## src/rtl/slow_tick_timer_if.sv

```systemverilog
// Control/status bundle for slow_tick_timer: countdown commands in, count and pulses out.
interface slow_tick_timer_if #(
    parameter int unsigned WIDTH = 16
) ();
    logic             start;
    logic [WIDTH-1:0] load_value;
    logic             hold;
    logic             cancel;
    logic [WIDTH-1:0] remaining;
    logic             busy;
    logic             held;
    logic             tick;
    logic             done;

    modport master (
        output start, load_value, hold, cancel,
        input  remaining, busy, held, tick, done
    );

    modport slave (
        input  start, load_value, hold, cancel,
        output remaining, busy, held, tick, done
    );
endinterface

```

## src/rtl/slow_tick_timer.sv

```systemverilog
// Countdown timer clocked by ticks derived from a slow divided clock sampled as data.
// Supports start, hold (pause), cancel and a one-cycle done pulse.
module slow_tick_timer #(
    parameter int unsigned WIDTH      = 16,
    parameter bit          BOTH_EDGES = 1'b0
) (
    input  logic             clk,
    input  logic             rst,
    input  logic             slow_clk,
    slow_tick_timer_if.slave bus
);

    typedef enum logic [1:0] {StIdle, StRun, StHold} state_e;

    state_e           state_q, state_d;
    logic [WIDTH-1:0] remaining_q, remaining_d;
    logic             done_q, done_d;
    logic             tick_q, tick_d;
    logic             s1_q, s2_q, s3_q;
    logic             rise, fall;

    // s1/s2 resynchronize the asynchronous slow clock; s3 holds the previous value.
    always_ff @(posedge clk) begin
        if (rst) begin
            s1_q <= 1'b0;
            s2_q <= 1'b0;
            s3_q <= 1'b0;
        end else begin
            s1_q <= slow_clk;
            s2_q <= s1_q;
            s3_q <= s2_q;
        end
    end

    assign rise   = s2_q & ~s3_q;
    assign fall   = ~s2_q & s3_q;
    assign tick_d = rise | (BOTH_EDGES & fall);

    always_comb begin
        state_d     = state_q;
        remaining_d = remaining_q;
        done_d      = 1'b0;
        unique case (state_q)
            StIdle: begin
                if (bus.start) begin
                    if (bus.load_value != '0) begin
                        state_d     = StRun;
                        remaining_d = bus.load_value;
                    end else begin
                        remaining_d = '0;
                        done_d      = 1'b1;
                    end
                end
            end
            StRun: begin
                // Priority: cancel, then hold (same-edge tick dropped), then tick.
                if (bus.cancel) begin
                    state_d     = StIdle;
                    remaining_d = '0;
                end else if (bus.hold) begin
                    state_d = StHold;
                end else if (tick_q) begin
                    if (remaining_q > WIDTH'(1)) begin
                        remaining_d = remaining_q - WIDTH'(1);
                    end else begin
                        remaining_d = '0;
                        done_d      = 1'b1;
                        state_d     = StIdle;
                    end
                end
            end
            StHold: begin
                if (bus.cancel) begin
                    state_d     = StIdle;
                    remaining_d = '0;
                end else if (!bus.hold) begin
                    state_d = StRun;
                end
            end
            default: begin
                state_d     = StIdle;
                remaining_d = '0;
            end
        endcase
    end

    always_ff @(posedge clk) begin
        if (rst) begin
            state_q     <= StIdle;
            remaining_q <= '0;
            done_q      <= 1'b0;
            tick_q      <= 1'b0;
        end else begin
            state_q     <= state_d;
            remaining_q <= remaining_d;
            done_q      <= done_d;
            tick_q      <= tick_d;
        end
    end

    assign bus.remaining = remaining_q;
    assign bus.busy      = (state_q != StIdle);
    assign bus.held      = (state_q == StHold);
    assign bus.tick      = tick_q;
    assign bus.done      = done_q;

endmodule

```

## src/flat_wrapper.sv

```systemverilog
// flat-port wrapper written by rule: the top's interface ports become plain ports
module slow_tick_timer_flat 
#(
    parameter int unsigned WIDTH      = 16,
    parameter bit          BOTH_EDGES = 1'b0
)
  (clk, rst, slow_clk, bus_start, bus_load_value, bus_hold, bus_cancel, bus_remaining, bus_busy, bus_held, bus_tick, bus_done);
  slow_tick_timer_if #(.WIDTH(WIDTH)) bus_i ();
  input  logic clk;
  input  logic rst;
  input  logic slow_clk;
  input wire logic [$bits(bus_i.start)-1:0] bus_start;
  input wire logic [$bits(bus_i.load_value)-1:0] bus_load_value;
  input wire logic [$bits(bus_i.hold)-1:0] bus_hold;
  input wire logic [$bits(bus_i.cancel)-1:0] bus_cancel;
  output wire logic [$bits(bus_i.remaining)-1:0] bus_remaining;
  output wire logic [$bits(bus_i.busy)-1:0] bus_busy;
  output wire logic [$bits(bus_i.held)-1:0] bus_held;
  output wire logic [$bits(bus_i.tick)-1:0] bus_tick;
  output wire logic [$bits(bus_i.done)-1:0] bus_done;
  assign bus_i.start = bus_start;
  assign bus_i.load_value = bus_load_value;
  assign bus_i.hold = bus_hold;
  assign bus_i.cancel = bus_cancel;
  assign bus_remaining = bus_i.remaining;
  assign bus_busy = bus_i.busy;
  assign bus_held = bus_i.held;
  assign bus_tick = bus_i.tick;
  assign bus_done = bus_i.done;
  slow_tick_timer #(.WIDTH(WIDTH), .BOTH_EDGES(BOTH_EDGES)) u_core (.clk(clk), .rst(rst), .slow_clk(slow_clk), .bus(bus_i));
endmodule
```

## config.mk

```make
export PLATFORM = sky130hd
export DESIGN_NAME = slow_tick_timer_flat
export DESIGN_NICKNAME = d
export VERILOG_FILES = /design/src/rtl/slow_tick_timer_if.sv /design/src/rtl/slow_tick_timer.sv /design/src/flat_wrapper.sv
export SDC_FILE = /design/constraint.sdc
export NUM_CORES = 1
export LEC_CHECK = 0
export CAP_MARGIN = 0
export CORE_MARGIN = 8
export CORE_UTILIZATION = 40
export CTS_BUF_LIST = sky130_fd_sc_hd__clkbuf_2 sky130_fd_sc_hd__clkbuf_4 sky130_fd_sc_hd__clkbuf_8
export DETAILED_ROUTE_END_ITERATION = 10
export PLACE_DENSITY_LB_ADDON = 0.08
export SLEW_MARGIN = 40
export SYNTH_ARGS = -nofsm -noshare
export SYNTH_HDL_FRONTEND = slang
export SYNTH_SLANG_ARGS = --single-unit
```

## constraint.sdc

```tcl
create_clock -name clk -period 2.8 [get_ports clk]
set_clock_uncertainty 0.1 [all_clocks]
set_input_delay 0.84 -clock clk [delete_from_list [all_inputs] [get_ports clk]]
set_output_delay 0.84 -clock clk [all_outputs]
set_load 0.02 [all_outputs]
```

==> metrics.md <==
| Metric | Value |
|---|---|
| CP peak stage delay | `430 ps` |
| Placed Area | `2000 sq um` |
| CP arrival | `2700 ps` |
| Mapped Nets | `190` |
| Vias in the first global route | `1613` |
| YS warnings | `0` |
| Routability Congestion | `0.959` |
| CTS tree | `built` |
| Cell with the most instances after synthesis | `dfxtp_1` |
| Ys async rst share | `0%` |
| Rows | `21` |
| Average size of a mapped cell | `8.52 sq um` |
| Largest net degree at the start of global routing | `17` |
| Cell Area, Synth | `1420 sq um` |
| Final Max Tran Viols | `0` |
| Post-CTS Resized | `0` |
| TritonCTS Sinks | `23` |
| Ys flop type | `dfxtp_1` |
| Chip width | `75.5 um` |
| DR vias | `1549` |
| Worst path required time | `2950 ps` |
| Initial Util | `42.1%` |
| Kind of critical path | `input pin to flip-flop` |
| N_diodes | `0` |
| Max Buffers Root-to-Sink | `2` |
| Unrepaired setup endpoints after global routing | `false` |
| Area delta synth->final | `43.6%` |
| Final worst setup slack | `around 250 ps` |
| DP Worst Slack | `-55.6 ps` |
| Chip height | `~75 um` |
| Global-route wire length before repair | `7430 um` |
| VDD IR max | `0.219 mV` |
| Synth top area share | `roughly 33%` |
| Overall Power | `0.000993 W` |
| Die area | `5700 sq um` |
| Root Buffer | `clkbuf_4` |
| Synth top cells by count | `23 x dfxtp_1, 12 x a21oi_1, 10 x nor2_1` |
| Final hold vios | `0` |
| Slowest-stage cell, CP | `clkdlybuf4s50_1` |
| Average wire per standard cell | `16.5 um` |
| Detailed placement HPWL | `approximately 3600 um` |
| Leak | `0.792 nW` |
| Number of synthesized flops with an enable pin | `0` |
| Netlist cell types | `45` |
| MaxCap Viol Count | `0` |
| Post-route cell area | `2030 sq um` |
| Vias per inst | `5.65` |
| Hold crit path type | `flip-flop to flip-flop` |
| CTS Hold Bufs | `0` |
| Share of the core filled with cells | `60.4%` |
| Crit-path cells | `clkdlybuf4s50_1 -> or3b_1 -> o22a_1 -> a21oi_1 -> nand2_1 -> o21ai_0` |
| Antenna viol nets, final | `0` |
| Total CTS buffers | `3` |
| Fmax | `0.392 GHz` |
| Setup TNS | `0 ps` |
| DRC viols | `0` |
| Cells after Synth | `about 170` |
| Final-stage net count | `~250` |
| CORE AREA | `3360 sq um` |
| Area contributors post-synth | `dfxtp_1 33%, a21oi_1 4.2%, xnor2_1 3.7%` |
| Area leader, netlist | `dfxtp_1` |
| P per Cell Area | `slightly below 500 nW/um^2` |
| Crit path time final | `2550 ps` |
| Fillcell total | `318` |
| Number of I/O pins | `42` |
| DRT iter0 DRCs | `140` |
| Initial DRT Pass Iterations | `4` |
| Clk pin slew, worst setup/hold paths | `approximately 140 ps` |
| Layout cells sized above 1 | `between 10% and 20%` |
| Global route total overflow | `0` |
| Yosys reg bits | `23` |
| Number of setup violations in the final report | `0` |
| CTS H-tree lvls | `1` |
| Rel. slew slack | `67.9%` |
| Post-CTS Repair Setup Buffers | `0` |
| Status | `finished clean` |
| Crit-path max FO | `9` |
| Seq/Total Area, Yosys | `around 33%` |
| CP Launch Type | `input pin` |
| Routed WL | `4520 um` |
| Period utilisation layout | `91.2%` |
| CP endpoint kind | `flip-flop` |
| # port buffers | `just over 40` |
| Global Route Usage Sum | `16.7%` |
| Tightest Pin Transition | `just under 500 ps` |
| Initial antenna violation count | `0` |
| Clk Latency, worst-skew pair | `320 ps` |
final timing paths:
path | end | depth (start not counted) | startpoint | slack (ps)
min | u_core.bus.tick$_SDFF_PP0_ | 1 | u_core.s3_q$_SDFF_PP0_ | 290
max | u_core.bus.remaining[4]$_SDFFE_PP0P_ | 6 | bus_cancel | 250
min reg2reg | u_core.bus.tick$_SDFF_PP0_ | 1 | u_core.s3_q$_SDFF_PP0_ | 290
max reg2reg | u_core.bus.remaining[12]$_SDFFE_PP0P_ | 7 | u_core.bus.remaining[0]$_SDFFE_PP0P_ | 520
cells in the final DEF (no fill, tap or decap), types with 2 or more instances in the layout:
master,netlist,final
or4_1,2,2
or3_1,4,4
o22ai_1,4,4
xnor2_1,6,6
and3_1,5,5
clkdlybuf4s50_1,0,41
nor4_1,5,5
clkbuf_4,0,3
ha_1,2,2
a21oi_1,12,12
nand3_1,6,6
a22oi_1,4,4
buf_4,0,25
dfxtp_1,23,23
a32oi_1,2,2
nand2_1,5,5
o22ai_2,2,2
o21ai_0,7,7
or4_4,2,2
nor3_1,8,8
nor2_1,10,10
a221oi_1,5,5
xor2_1,5,5
inv_1,7,7
nor2b_1,7,7
a31oi_1,3,3
nand3b_1,5,5
flip-flops by register name, summed over array words and instances (netlist names):
name / count
u_core.s1_q: 1
u_core.bus.done: 1
u_core.s2_q: 1
u_core.bus.remaining: 16
u_core.state_q: 2
u_core.bus.tick: 1
u_core.s3_q: 1
metal layers:
| metal | GRT usage (%) | routed length [um] |
|---|---|---|
| met3 | 3.29 | 279 |
| met1 | 20.4 | 1930 |
| met4 | 5.54 | 37 |
| met2 | 28.5 | 2280 |
| met5 | 0 | 0 |
power by group:
| part | total (W) | switching [W] | internal, W |
|---|---|---|---|
| registers | 0.000395 | 0.0000393 | 0.000355 |
| logic | 0.000436 | 0.000219 | 0.000217 |
| clock network | 0.000162 | 0.000108 | 0.0000534 |
| total | 0.000993 | 0.000367 | 0.000626 |
layout make-up:
class / instances / area [sq um] / area share (%)
Timing Repair Buffer: 66 / 598 / 29.4
Inverter: 7 / 26.3 / 1.29
Clock inverter: 1 / 5.00 / 0.246
Tap cell: 46 / 57.6 / 2.83
Multi-Input combinational cell: 128 / 862 / 42.4
Sequential cell: 23 / 460 / 22.7
Clock buffer: 3 / 22.5 / 1.11
through the flow:
step,instances,hold WS [ps]
after CTS,274,291
after detailed placement,270,272
final,274,292
after global routing,274,330
after floorplan,166,267
after global placement,270,272
critical path: cells and delay by family:
kind	cells	cell delay (ps)
AO/OA/AOI/OAI	3	860
AND/OR/NAND/NOR	2	560
buffers and inverters	1	430
cells by family after synthesis:
group,synth area share (%)
buf+inv,6.54
compound gates,21.0
simple gates,30.6
mux,0.796
fa+ha+maj,1.77
flops,32.5
xor+xnor,6.81
No activity file was read; power rests on OpenSTA's default activity.
